`src/rtl/tlight_package.sv`:
```
// rtl/tlight_package.sv - Shared light and phase types for the traffic light controllers.
package tlight_package;

   // RED, YELLOW and GREEN keep their encodings so the two-way controller is unaffected.
   typedef enum logic [1:0] {
      RED    = 2'd0,
      YELLOW = 2'd1,
      GREEN  = 2'd2,
      OFF    = 2'd3
   } tlight_control_t;

   typedef enum logic [2:0] {
      ALL_RED = 3'd0,
      READY   = 3'd1,
      GO      = 3'd2,
      STOP    = 3'd3,
      FLASH   = 3'd4
   } tlight_phase_t;

endpackage

```
`src/rtl/tlight_phase_timer.sv`:
```
// rtl/tlight_phase_timer.sv - Loadable down-counter flagging the last cycle of a phase or flash half-period.
module tlight_phase_timer #(
   parameter int                   TIMER_W     = 8,
   parameter logic [TIMER_W-1:0]   RESET_VALUE = '0
) (
   input  logic               clock,
   input  logic               reset_n,
   input  logic               load,
   input  logic [TIMER_W-1:0] load_value,
   output logic               expired
);

   logic [TIMER_W-1:0] count;

   always_ff @(posedge clock) begin
      if (!reset_n) begin
         count <= RESET_VALUE;
      end else if (load) begin
         count <= load_value;
      end else if (count != '0) begin
         count <= count - 1'b1;
      end
   end

   assign expired = (count == '0);

endmodule

```
`src/rtl/tlight_multi.sv`:
```
// rtl/tlight_multi.sv - N-approach round-robin traffic light controller with night flashing.
// Defining TLIGHT_DEMAND_EN makes the controller skip approaches with no pending request.
module tlight_multi
   import tlight_package::*;
#(
   parameter int NUM_DIRS         = 2,
   parameter int TIMER_W          = 8,
   parameter int ALL_RED_DURATION = 1,
   parameter int YELLOW_DURATION  = 3,
   parameter int GREEN_DURATION   = 15,
   parameter int FLASH_PERIOD     = 1
) (
   input  logic                        clock,
   input  logic                        reset_n,
   input  logic                        night_mode,
   input  logic [NUM_DIRS-1:0]         request,
   output tlight_control_t             lights [NUM_DIRS],
   output logic [$clog2(NUM_DIRS)-1:0] active_dir,
   output tlight_phase_t               phase
);

   localparam int DW = $clog2(NUM_DIRS);

   if (NUM_DIRS < 2 || NUM_DIRS > 8) begin : g_bad_num_dirs
      $fatal(1, "tlight_multi: NUM_DIRS must be in 2..8");
   end
   if (ALL_RED_DURATION < 1 || YELLOW_DURATION < 1 || GREEN_DURATION < 1 || FLASH_PERIOD < 1) begin : g_bad_min_dur
      $fatal(1, "tlight_multi: every duration must be at least 1");
   end
   if (64'(ALL_RED_DURATION) >= (64'd1 << TIMER_W) || 64'(YELLOW_DURATION) >= (64'd1 << TIMER_W) ||
       64'(GREEN_DURATION) >= (64'd1 << TIMER_W) || 64'(FLASH_PERIOD) >= (64'd1 << TIMER_W)) begin : g_bad_max_dur
      $fatal(1, "tlight_multi: every duration must fit TIMER_W");
   end

   localparam logic [TIMER_W-1:0] AR_LOAD = TIMER_W'(ALL_RED_DURATION - 1);
   localparam logic [TIMER_W-1:0] Y_LOAD  = TIMER_W'(YELLOW_DURATION - 1);
   localparam logic [TIMER_W-1:0] G_LOAD  = TIMER_W'(GREEN_DURATION - 1);
   localparam logic [TIMER_W-1:0] F_LOAD  = TIMER_W'(FLASH_PERIOD - 1);

   logic               expired;
   logic               flash_on;
   logic [TIMER_W-1:0] load_value;
   logic [DW-1:0]      next_dir;

   function automatic logic [DW-1:0] step_dir(input logic [DW-1:0] d, input int j);
      int c;
      c = int'(d) + j;
      if (c >= NUM_DIRS) c = c - NUM_DIRS;
      return DW'(c);
   endfunction

   // Every transition happens on expiry, so the timer reloads with the next phase's length then.
   tlight_phase_timer #(
      .TIMER_W     (TIMER_W),
      .RESET_VALUE (AR_LOAD)
   ) u_timer (
      .clock      (clock),
      .reset_n    (reset_n),
      .load       (expired),
      .load_value (load_value),
      .expired    (expired)
   );

   always_comb begin
      load_value = AR_LOAD;
      unique case (phase)
         ALL_RED: load_value = night_mode ? F_LOAD : Y_LOAD;
         READY:   load_value = G_LOAD;
         GO:      load_value = Y_LOAD;
         STOP:    load_value = AR_LOAD;
         FLASH:   load_value = night_mode ? F_LOAD : AR_LOAD;
         default: load_value = AR_LOAD;
      endcase
   end

`ifdef TLIGHT_DEMAND_EN
   logic [NUM_DIRS-1:0] pending;
   logic [NUM_DIRS-1:0] go_mask;
   logic                found;

   // A request coinciding with its own GO entry is absorbed by the clear.
   assign go_mask = (phase == READY && expired) ? (NUM_DIRS'(1) << active_dir) : '0;

   always_ff @(posedge clock) begin
      if (!reset_n) begin
         pending <= '0;
      end else begin
         pending <= (pending | request) & ~go_mask;
      end
   end

   always_comb begin
      next_dir = step_dir(active_dir, 1);
      found    = 1'b0;
      for (int j = 1; j < NUM_DIRS; j++) begin
         if (!found && pending[step_dir(active_dir, j)]) begin
            next_dir = step_dir(active_dir, j);
            found    = 1'b1;
         end
      end
      if (!found && pending[active_dir]) next_dir = active_dir;
   end
`else
   logic unused_request;
   assign unused_request = ^request;

   always_comb begin
      next_dir = step_dir(active_dir, 1);
   end
`endif

   // Night mode is only honoured at ALL_RED exit and at flash half-period boundaries.
   always_ff @(posedge clock) begin
      if (!reset_n) begin
         phase      <= ALL_RED;
         active_dir <= '0;
         flash_on   <= 1'b1;
      end else if (expired) begin
         unique case (phase)
            ALL_RED: begin
               if (night_mode) begin
                  phase    <= FLASH;
                  flash_on <= 1'b1;
               end else begin
                  phase <= READY;
               end
            end
            READY: phase <= GO;
            GO:    phase <= STOP;
            STOP: begin
               phase      <= ALL_RED;
               active_dir <= next_dir;
            end
            FLASH: begin
               if (night_mode) flash_on <= ~flash_on;
               else            phase    <= ALL_RED;
            end
            default: phase <= ALL_RED;
         endcase
      end
   end

   always_comb begin
      for (int i = 0; i < NUM_DIRS; i++) begin
         lights[i] = RED;
         if (phase == FLASH) begin
            lights[i] = flash_on ? YELLOW : OFF;
         end else if (DW'(i) == active_dir) begin
            if (phase == READY || phase == STOP) lights[i] = YELLOW;
            else if (phase == GO)                lights[i] = GREEN;
         end
      end
   end

endmodule

```
`config.mk`:
```
export PLATFORM = sky130hd
export DESIGN_NAME = tlight_multi
export DESIGN_NICKNAME = d
export VERILOG_FILES = /design/src/rtl/tlight_package.sv /design/src/rtl/tlight_phase_timer.sv /design/src/rtl/tlight_multi.sv
export SDC_FILE = /design/constraint.sdc
export NUM_CORES = 1
export LEC_CHECK = 0
export BUFFER_PORTS_ARGS = -buffer_cell sky130_fd_sc_hd__buf_2
export CAP_MARGIN = 20
export CORE_MARGIN = 3
export CORE_UTILIZATION = 48
export DETAILED_ROUTE_END_ITERATION = 7
export GPL_TIMING_DRIVEN = 1
export PLACE_DENSITY = 0.68
export RECOVER_POWER = 25
export SLEW_MARGIN = 20
export SYNTH_ARGS = -nofsm -noshare
export SYNTH_HDL_FRONTEND = slang
export SYNTH_HIERARCHICAL = 1
export SYNTH_SLANG_ARGS = --single-unit
```
`constraint.sdc`:
```
create_clock -name clock -period 1.8 [get_ports clock]
set_input_delay 0.09 -clock clock [delete_from_list [all_inputs] [get_ports clock]]
set_output_delay 0.09 -clock clock [all_outputs]
set_load 0.03 [all_outputs]
```
==> flow_metrics.env, run 1 <==
export IMPL_end_kind="flip-flop"
export IMPL_clk_pin_slew_worst_paths_ns=0.08
export IMPL_holdPathStages=3
export IMPL_ys_flop_type="dfxtp_1"
export IMPL_io_buffers=10
export IMPL_cp_start_kind="flip-flop"
export IMPL_core_area_um2=1540
export IMPL_grt_usage=0.152
export IMPL_synth_commonest_cells="dfxtp_1 (13), nand2_1 (7), nand3_1 (7)"
export IMPL_rows=14
export IMPL_max_vdd_ir_drop_uv=818
export IMPL_met1_usage=0.214
export IMPL_crit_type="reg2reg"
export IMPL_timing_final_crit_share=0.937
export IMPL_rrSetupSlack_ns=0.11
export IMPL_layout_drive_gt1_share=0.183
export IMPL_synth_most_common_cell="dfxtp_1"
export IMPL_ys_warn_count=6
export IMPL_grt_util_met3=0.0575
export IMPL_skew_ns=0.00162
export IMPL_hold_path_class="in2reg"
export IMPL_firstDrtPassIters=4
export IMPL_area_delta_synth_final_pct=13.4
export IMPL_path_max_fanout=4
export IMPL_rsz0062_at_grt="no"
export IMPL_synthCells=91
export IMPL_grt_pass1_vias=575
export IMPL_ys_top_cells_by_area="dfxtp_1 (32%), nand3_1 (4.4%), o31ai_1 (3.7%)"
export IMPL_fin_nets=116
export IMPL_drtIter0Drc=7
export IMPL_synth_top_cell_by_area="dfxtp_1"
export IMPL_ctsHoldBuffers=0
export IMPL_diodes=0
export IMPL_vias_per_cell=5.74
export IMPL_antenna_found_initial=0
export IMPL_dieHeight_um=46.9
export IMPL_cts_tree="built"
export IMPL_outcome="complete, no violations"
export IMPL_async_reset_ff_frac=0
export IMPL_gp_congestion=0.770
export IMPL_cp_cell_sequence="nor4_4 -> and4bb_1 -> and4bb_2 -> mux2_2"
export IMPL_tns_ns=0
export IMPL_cts_root_buffer="clkbuf_4"
export IMPL_yosys_area_top_type_share=0.323
export IMPL_clock_sinks=13
export IMPL_min_period_ns=1.69
export IMPL_crit_path_max_incr_delay_ns=0.37
export IMPL_worst_path_max_delay_cell="dfxtp_1"
export IMPL_syn_cell_area_um2=805
export IMPL_drt_total_wl_um=1570
export IMPL_ys_ff_latch=13
export IMPL_drc=0
export IMPL_r2r_cells=4
export IMPL_grt_ovfl_total=0
export IMPL_required_ns=1.97
export IMPL_maxCapViolations=0
export IMPL_hpwl_um=1100
export IMPL_cp_startpoint="u_timer/count[3]"
export IMPL_fill_cells=150
export IMPL_start_util=0.522
export IMPL_crit_path_end="flash_on"
export IMPL_r2r_end="flash_on"
export IMPL_ant_nets=0
export IMPL_clock_latency_ns=0.28
export IMPL_synth_cell_type_count=37
export IMPL_cts_buffers=3
export IMPL_wl_per_cell_um=12.6
export IMPL_synth_edf_count=0
export IMPL_met2_usage=0.220
export IMPL_die_w_um=46.9
export IMPL_power_density_nw_per_um2=1740
export IMPL_setup_viol=0
export IMPL_busiest_layer="met2"
export IMPL_vias=717
export IMPL_finish_utilization=0.592
export IMPL_htree_levels=1
export IMPL_grt_pass1_wl_um=2450
export IMPL_hold_viol=0
export IMPL_grt_start_max_net_pins=20
export IMPL_postSynthAreaPerCell_um2=8.84
export IMPL_cp_arrival_ns=1.86
export IMPL_cts_setup_buffers=0
export IMPL_cts_resized_gates=0
export IMPL_rr_startpoint="u_timer/count[3]"
export IMPL_max_freq_ghz=0.593
export IMPL_slew_violations=0
export IMPL_cts_max_path_buffers=2
export IMPL_p_leak_uw=0.000364
export IMPL_ios=13
export IMPL_die_area_um2=2200
export IMPL_ys_seq_area_frac=0.323
## cells in the final DEF, fill, tap and decap left out
| cell | instances |
|---|---|
| nor4_4 | 1 |
| and4bb_1 | 1 |
| nand3_1 | 7 |
| a21o_1 | 1 |
| clkbuf_4 | 3 |
| buf_4 | 5 |
| o211ai_1 | 1 |
| clkbuf_1 | 5 |
| nor3_1 | 2 |
| nor2b_1 | 3 |
| o31ai_1 | 4 |
| buf_2 | 6 |
| xor2_1 | 1 |
| nor3b_1 | 2 |
| nand2_1 | 7 |
| o21ai_0 | 3 |
| or3b_1 | 2 |
| nand3b_1 | 2 |
| nor2_1 | 4 |
| ha_1 | 1 |
| inv_1 | 4 |
| a31oi_1 | 1 |
| o31a_1 | 1 |
| nand4b_1 | 2 |
| and4bb_2 | 2 |
| conb_1 | 5 |
| dfxtp_1 | 13 |
| xnor2_1 | 3 |
| nor3b_2 | 1 |
| o2bb2ai_1 | 2 |
| nand4_1 | 1 |
| nand2b_1 | 3 |
| a311oi_2 | 1 |
| o21a_1 | 1 |
| mux2_2 | 1 |
| a21oi_1 | 4 |
| mux2i_1 | 2 |
| o41ai_1 | 1 |
## how the worst min path moves through the flow
stage,from,to
3_5_place_dp,night_mode,phase[0]
6_report,night_mode,phase[0]
3_3_place_gp,night_mode,phase[0]
2_1_floorplan,reset_n,phase[2]
4_1_cts,night_mode,phase[0]
5_1_grt,night_mode,phase[0]
## sequential cells by signal, indices dropped and copies added, names as in the netlist
register,flops
flash_on,1
phase,3
active_dir,1
u_timer/count,8
## critical path, delay by kind of cell, from the launching register on
kind	cells	cell delay, ns
flip-flops	1	0.37
AND/OR/NAND/NOR	3	0.89
multiplexers	1	0.33
## per-stage QoR
stage	std cells	area [µm²]	power, µW	worst slack, ns	hold slack, ns
2_1_floorplan	95	820	1210	0.0566	0.208
3_3_place_gp	121	891	1380	0.165	0.438
3_5_place_dp	121	891	1410	0.149	0.448
4_1_cts	125	917	1600	0.135	0.142
5_1_grt	125	912	1700	0.0624	0.169
6_report	125	912	1580	0.113	0.145
## cell type report
cell class	instances	area (µm²)	area share
Multi-Input combinational cell	73	508	0.557
Sequential cell	13	260	0.285
Timing Repair Buffer	15	82.6	0.0905
Clock buffer	4	26.3	0.0288
Tap cell	16	20.0	0.0219
Inverter	4	15.0	0.0165
## cell families (layout without fill, tap and decap cells)
| family | Yosys count | in the layout | synth area share |
|---|---|---|---|
| simple gates | 40 | 40 | 0.331 |
| compound gates | 20 | 20 | 0.179 |
| mux | 3 | 3 | 0.0389 |
| buf+inv | 9 | 23 | 0.0638 |
| fa+ha+maj | 1 | 1 | 0.0155 |
| xor+xnor | 4 | 4 | 0.0436 |
| flops | 13 | 13 | 0.323 |
| other cells | 1 | 5 | 0.00466 |
## report_power, final
part	leakage (µW)	total, µW	switching (µW)	internal (µW)
clock	0.0000150	182	96.0	86.1
combinational	0.000243	896	492	404
sequential	0.000107	506	128	377
total	0.000364	1580	717	867
## layer usage
layer,part of all wire,vias to the layer above
li1,-,367
met1,0.49,326
met2,0.45,22
met3,0.055,2
met4,0.0057,0
met5,0,-
Note: power is estimated with default switching activity, not from simulation.
==> run 2: changes to the inputs <==
--- a/config.mk
+++ b/config.mk
@@ -5,12 +5,16 @@
 export SDC_FILE = /design/constraint.sdc
 export NUM_CORES = 1
 export LEC_CHECK = 0
+export ABC_AREA = 1
 export BUFFER_PORTS_ARGS = -buffer_cell sky130_fd_sc_hd__buf_2
 export CAP_MARGIN = 20
+export CELL_PAD_IN_SITES_DETAIL_PLACEMENT = 2
+export CELL_PAD_IN_SITES_GLOBAL_PLACEMENT = 2
 export CORE_MARGIN = 3
-export CORE_UTILIZATION = 48
+export CORE_UTILIZATION = 26
 export DETAILED_ROUTE_END_ITERATION = 7
 export GPL_TIMING_DRIVEN = 1
+export HOLD_SLACK_MARGIN = 0.12
 export PLACE_DENSITY = 0.68
 export RECOVER_POWER = 25
 export SLEW_MARGIN = 20
==> flow_metrics.env, run 2 <==
export IMPL_synth_edf_count=0
export IMPL_yosys_area_top_type_share=0.339
export IMPL_synth_xor_area_share=0.0342
export IMPL_vias=795
export IMPL_rrSetupSlack_ns=0.20
export IMPL_cp_arrival_ns=1.77
export IMPL_internal_power_uw=867
export IMPL_die_w_um=60.4
export IMPL_die_area_um2=3640
export IMPL_wl_per_cell_um=12.7
export IMPL_hold_viol=0
export IMPL_maxCapViolations=0
export IMPL_end_kind="flip-flop"
export IMPL_cp_startpoint="u_timer/count[0]"
export IMPL_layout_commonest_cell="nand2_1"
export IMPL_yosys_area_share_adder=0.0163
export IMPL_swShare=0.528
export IMPL_hpwl_um=1700
export IMPL_cp_cell_sequence="inv_1 -> ha_1 -> nand2_2 -> nor2_8 -> inv_1 -> nor3_2 -> nand2_1 -> nand2_1 -> nor2_1"
export IMPL_cts_max_path_buffers=2
export IMPL_layout_drive_gt1_share=0.157
export IMPL_cts_resized_gates=0
export IMPL_synth_compound_area_frac=0.132
export IMPL_ys_warn_count=6
export IMPL_ios=13
export IMPL_gp_congestion=0.705
export IMPL_rr_startpoint="u_timer/count[0]"
export IMPL_clock_sinks=13
export IMPL_min_period_ns=1.60
export IMPL_r2r_cells=9
export IMPL_syn_cell_area_um2=768
export IMPL_cts_root_buffer="clkbuf_4"
export IMPL_synth_top_cell_by_area="dfxtp_1"
export IMPL_postSynthAreaPerCell_um2=6.68
export IMPL_ys_flop_type="dfxtp_1"
export IMPL_fin_nets=141
export IMPL_max_vdd_ir_drop_uv=655
export IMPL_cts_setup_buffers=0
export IMPL_synth_top_family_by_area="simple AND/OR/NAND/NOR gates"
export IMPL_grt_start_max_net_pins=11
export IMPL_diodes=0
export IMPL_area_delta_synth_final_pct=17.6
export IMPL_crit_family="simple AND/OR/NAND/NOR gates"
export IMPL_tns_ns=0
export IMPL_worst_path_max_delay_cell="dfxtp_1"
export IMPL_largest_register_ffs=8
export IMPL_antenna_found_initial=0
export IMPL_fin_hold_ws_ns=0.181
export IMPL_path_depth=9
export IMPL_final_cell_mix="nand2_1 (23), nor2_1 (21), dfxtp_1 (13)"
export IMPL_crit_type="reg2reg"
export IMPL_power_density_nw_per_um2=2030
export IMPL_clk_pin_slew_worst_paths_ns=0.08
export IMPL_fill_cells=343
export IMPL_firstDrtPassIters=4
export IMPL_ys_seq_area_frac=0.339
export IMPL_critPathBufInv=2
export IMPL_reg_top3="u_timer/count: 8 flops, phase: 3 flops"
export IMPL_outcome="complete, no violations"
export IMPL_ant_nets=0
export IMPL_start_util=0.276
export IMPL_largest_register="u_timer/count"
export IMPL_r2r_end="active_dir"
export IMPL_dp_worst_setup_slack_ns=0.172
export IMPL_async_reset_ff_frac=0
export IMPL_p_leak_uw=0.000406
export IMPL_grt_usage=0.142
export IMPL_crit_path_end="active_dir"
export IMPL_clock_latency_ns=0.27
export IMPL_skew_ns=0.00178
export IMPL_synth_cell_type_count=27
export IMPL_power_switching_uw=971
export IMPL_htree_levels=1
export IMPL_p_seq_frac=0.268
export IMPL_synth_most_common_cell="nand2_1"
export IMPL_crit_path_max_incr_delay_ns=0.32
export IMPL_io_buffers=10
export IMPL_p_comb_frac=0.631
export IMPL_cts_tree="built"
export IMPL_synth_commonest_cells="nand2_1 (23), nor2_1 (20), dfxtp_1 (13)"
export IMPL_ctsHoldBuffers=1
export IMPL_muxShareOfSynthArea=0
export IMPL_hold_path_class="in2reg"
export IMPL_core_area_um2=2780
export IMPL_dieHeight_um=60.4
export IMPL_ys_top_cells_by_area="dfxtp_1 (34%), nand2_1 (11%), nor2_1 (9.8%)"
export IMPL_ys_ff_latch=13
export IMPL_grt_ovfl_total=0
export IMPL_required_ns=1.98
export IMPL_grt_pass1_vias=850
export IMPL_grt_pass1_wl_um=3790
export IMPL_yosys_area_share_simple=0.409
export IMPL_timing_final_ws_setup_ns=0.204
export IMPL_rsz0062_at_grt="no"
export IMPL_path_max_fanout=9
export IMPL_clockPowerShare=0.101
export IMPL_vias_per_cell=4.82
export IMPL_max_freq_ghz=0.626
export IMPL_cts_buffers=3
export IMPL_finish_utilization=0.325
export IMPL_setup_viol=0
export IMPL_timing_final_crit_share=0.887
export IMPL_rows=19
export IMPL_synthCells=115
export IMPL_drtIter0Drc=13
export IMPL_drt_total_wl_um=2100
export IMPL_drc=0
export IMPL_cp_start_kind="flip-flop"
export IMPL_slew_violations=0
-- run 2: through the flow --
| stage | area (µm²) | power, µW | instances |
|---|---|---|---|
| final | 903 | 1840 | 165 |
| after floorplan | 783 | 1400 | 119 |
| after global routing | 903 | 2080 | 165 |
| after CTS | 911 | 1900 | 165 |
| after global placement | 875 | 1650 | 160 |
| after detailed placement | 875 | 1690 | 160 |
-- run 2: logic make-up (layout without fill, tap and decap cells) --
group	after synthesis	count (layout)
xor+xnor	3	3
buf+inv	13	28
compound gates	18	18
other cells	1	5
simple gates	66	66
flops	13	13
fa+ha+maj	1	1
-- run 2: how the worst min path moves through the flow --
stage	endpoint	depth (start not counted)	start
6_report	phase[2]	3	night_mode
5_1_grt	phase[2]	3	night_mode
4_1_cts	phase[2]	3	night_mode
3_5_place_dp	flash_on	2	reset_n
3_3_place_gp	flash_on	2	reset_n
2_1_floorplan	flash_on	1	reset_n
-- run 2: cell type report --
| cell class | instances | area, µm² | area share |
|---|---|---|---|
| clock buffers | 4 | 26.3 | 0.0291 |
| inverters | 12 | 45.0 | 0.0499 |
| multi-input cells | 93 | 470 | 0.521 |
| flip-flops and latches | 13 | 260 | 0.288 |
| well taps | 31 | 38.8 | 0.0429 |
| repair buffers | 12 | 62.6 | 0.0693 |
-- run 2: layer usage --
layer,up-vias,routed length [µm],track usage
li1,406,-,-
met1,379,926,0.161
met2,8,1110,0.256
met3,2,43,0.0255
met4,0,18,0.0665
met5,-,0,0
-- run 2: power by group through the flow --
stage / combinational, µW / sequential (µW) / clock [µW]
after floorplan: 866 / 537 / 0
after global placement: 1150 / 501 / 0
after detailed placement: 1190 / 507 / 0
after CTS: 1200 / 499 / 198
after global routing: 1360 / 513 / 213
final: 1160 / 492 / 186
-- run 2: worst reg2reg max path: stages, from the launching register on --
cell and delay (ns):
dfxtp_1 0.32, inv_1 0.13, ha_1 0.24, nand2_2 0.13, nor2_8 0.21, inv_1 0.10
nor3_2 0.19, nand2_1 0.07, nand2_1 0.06, nor2_1 0.04
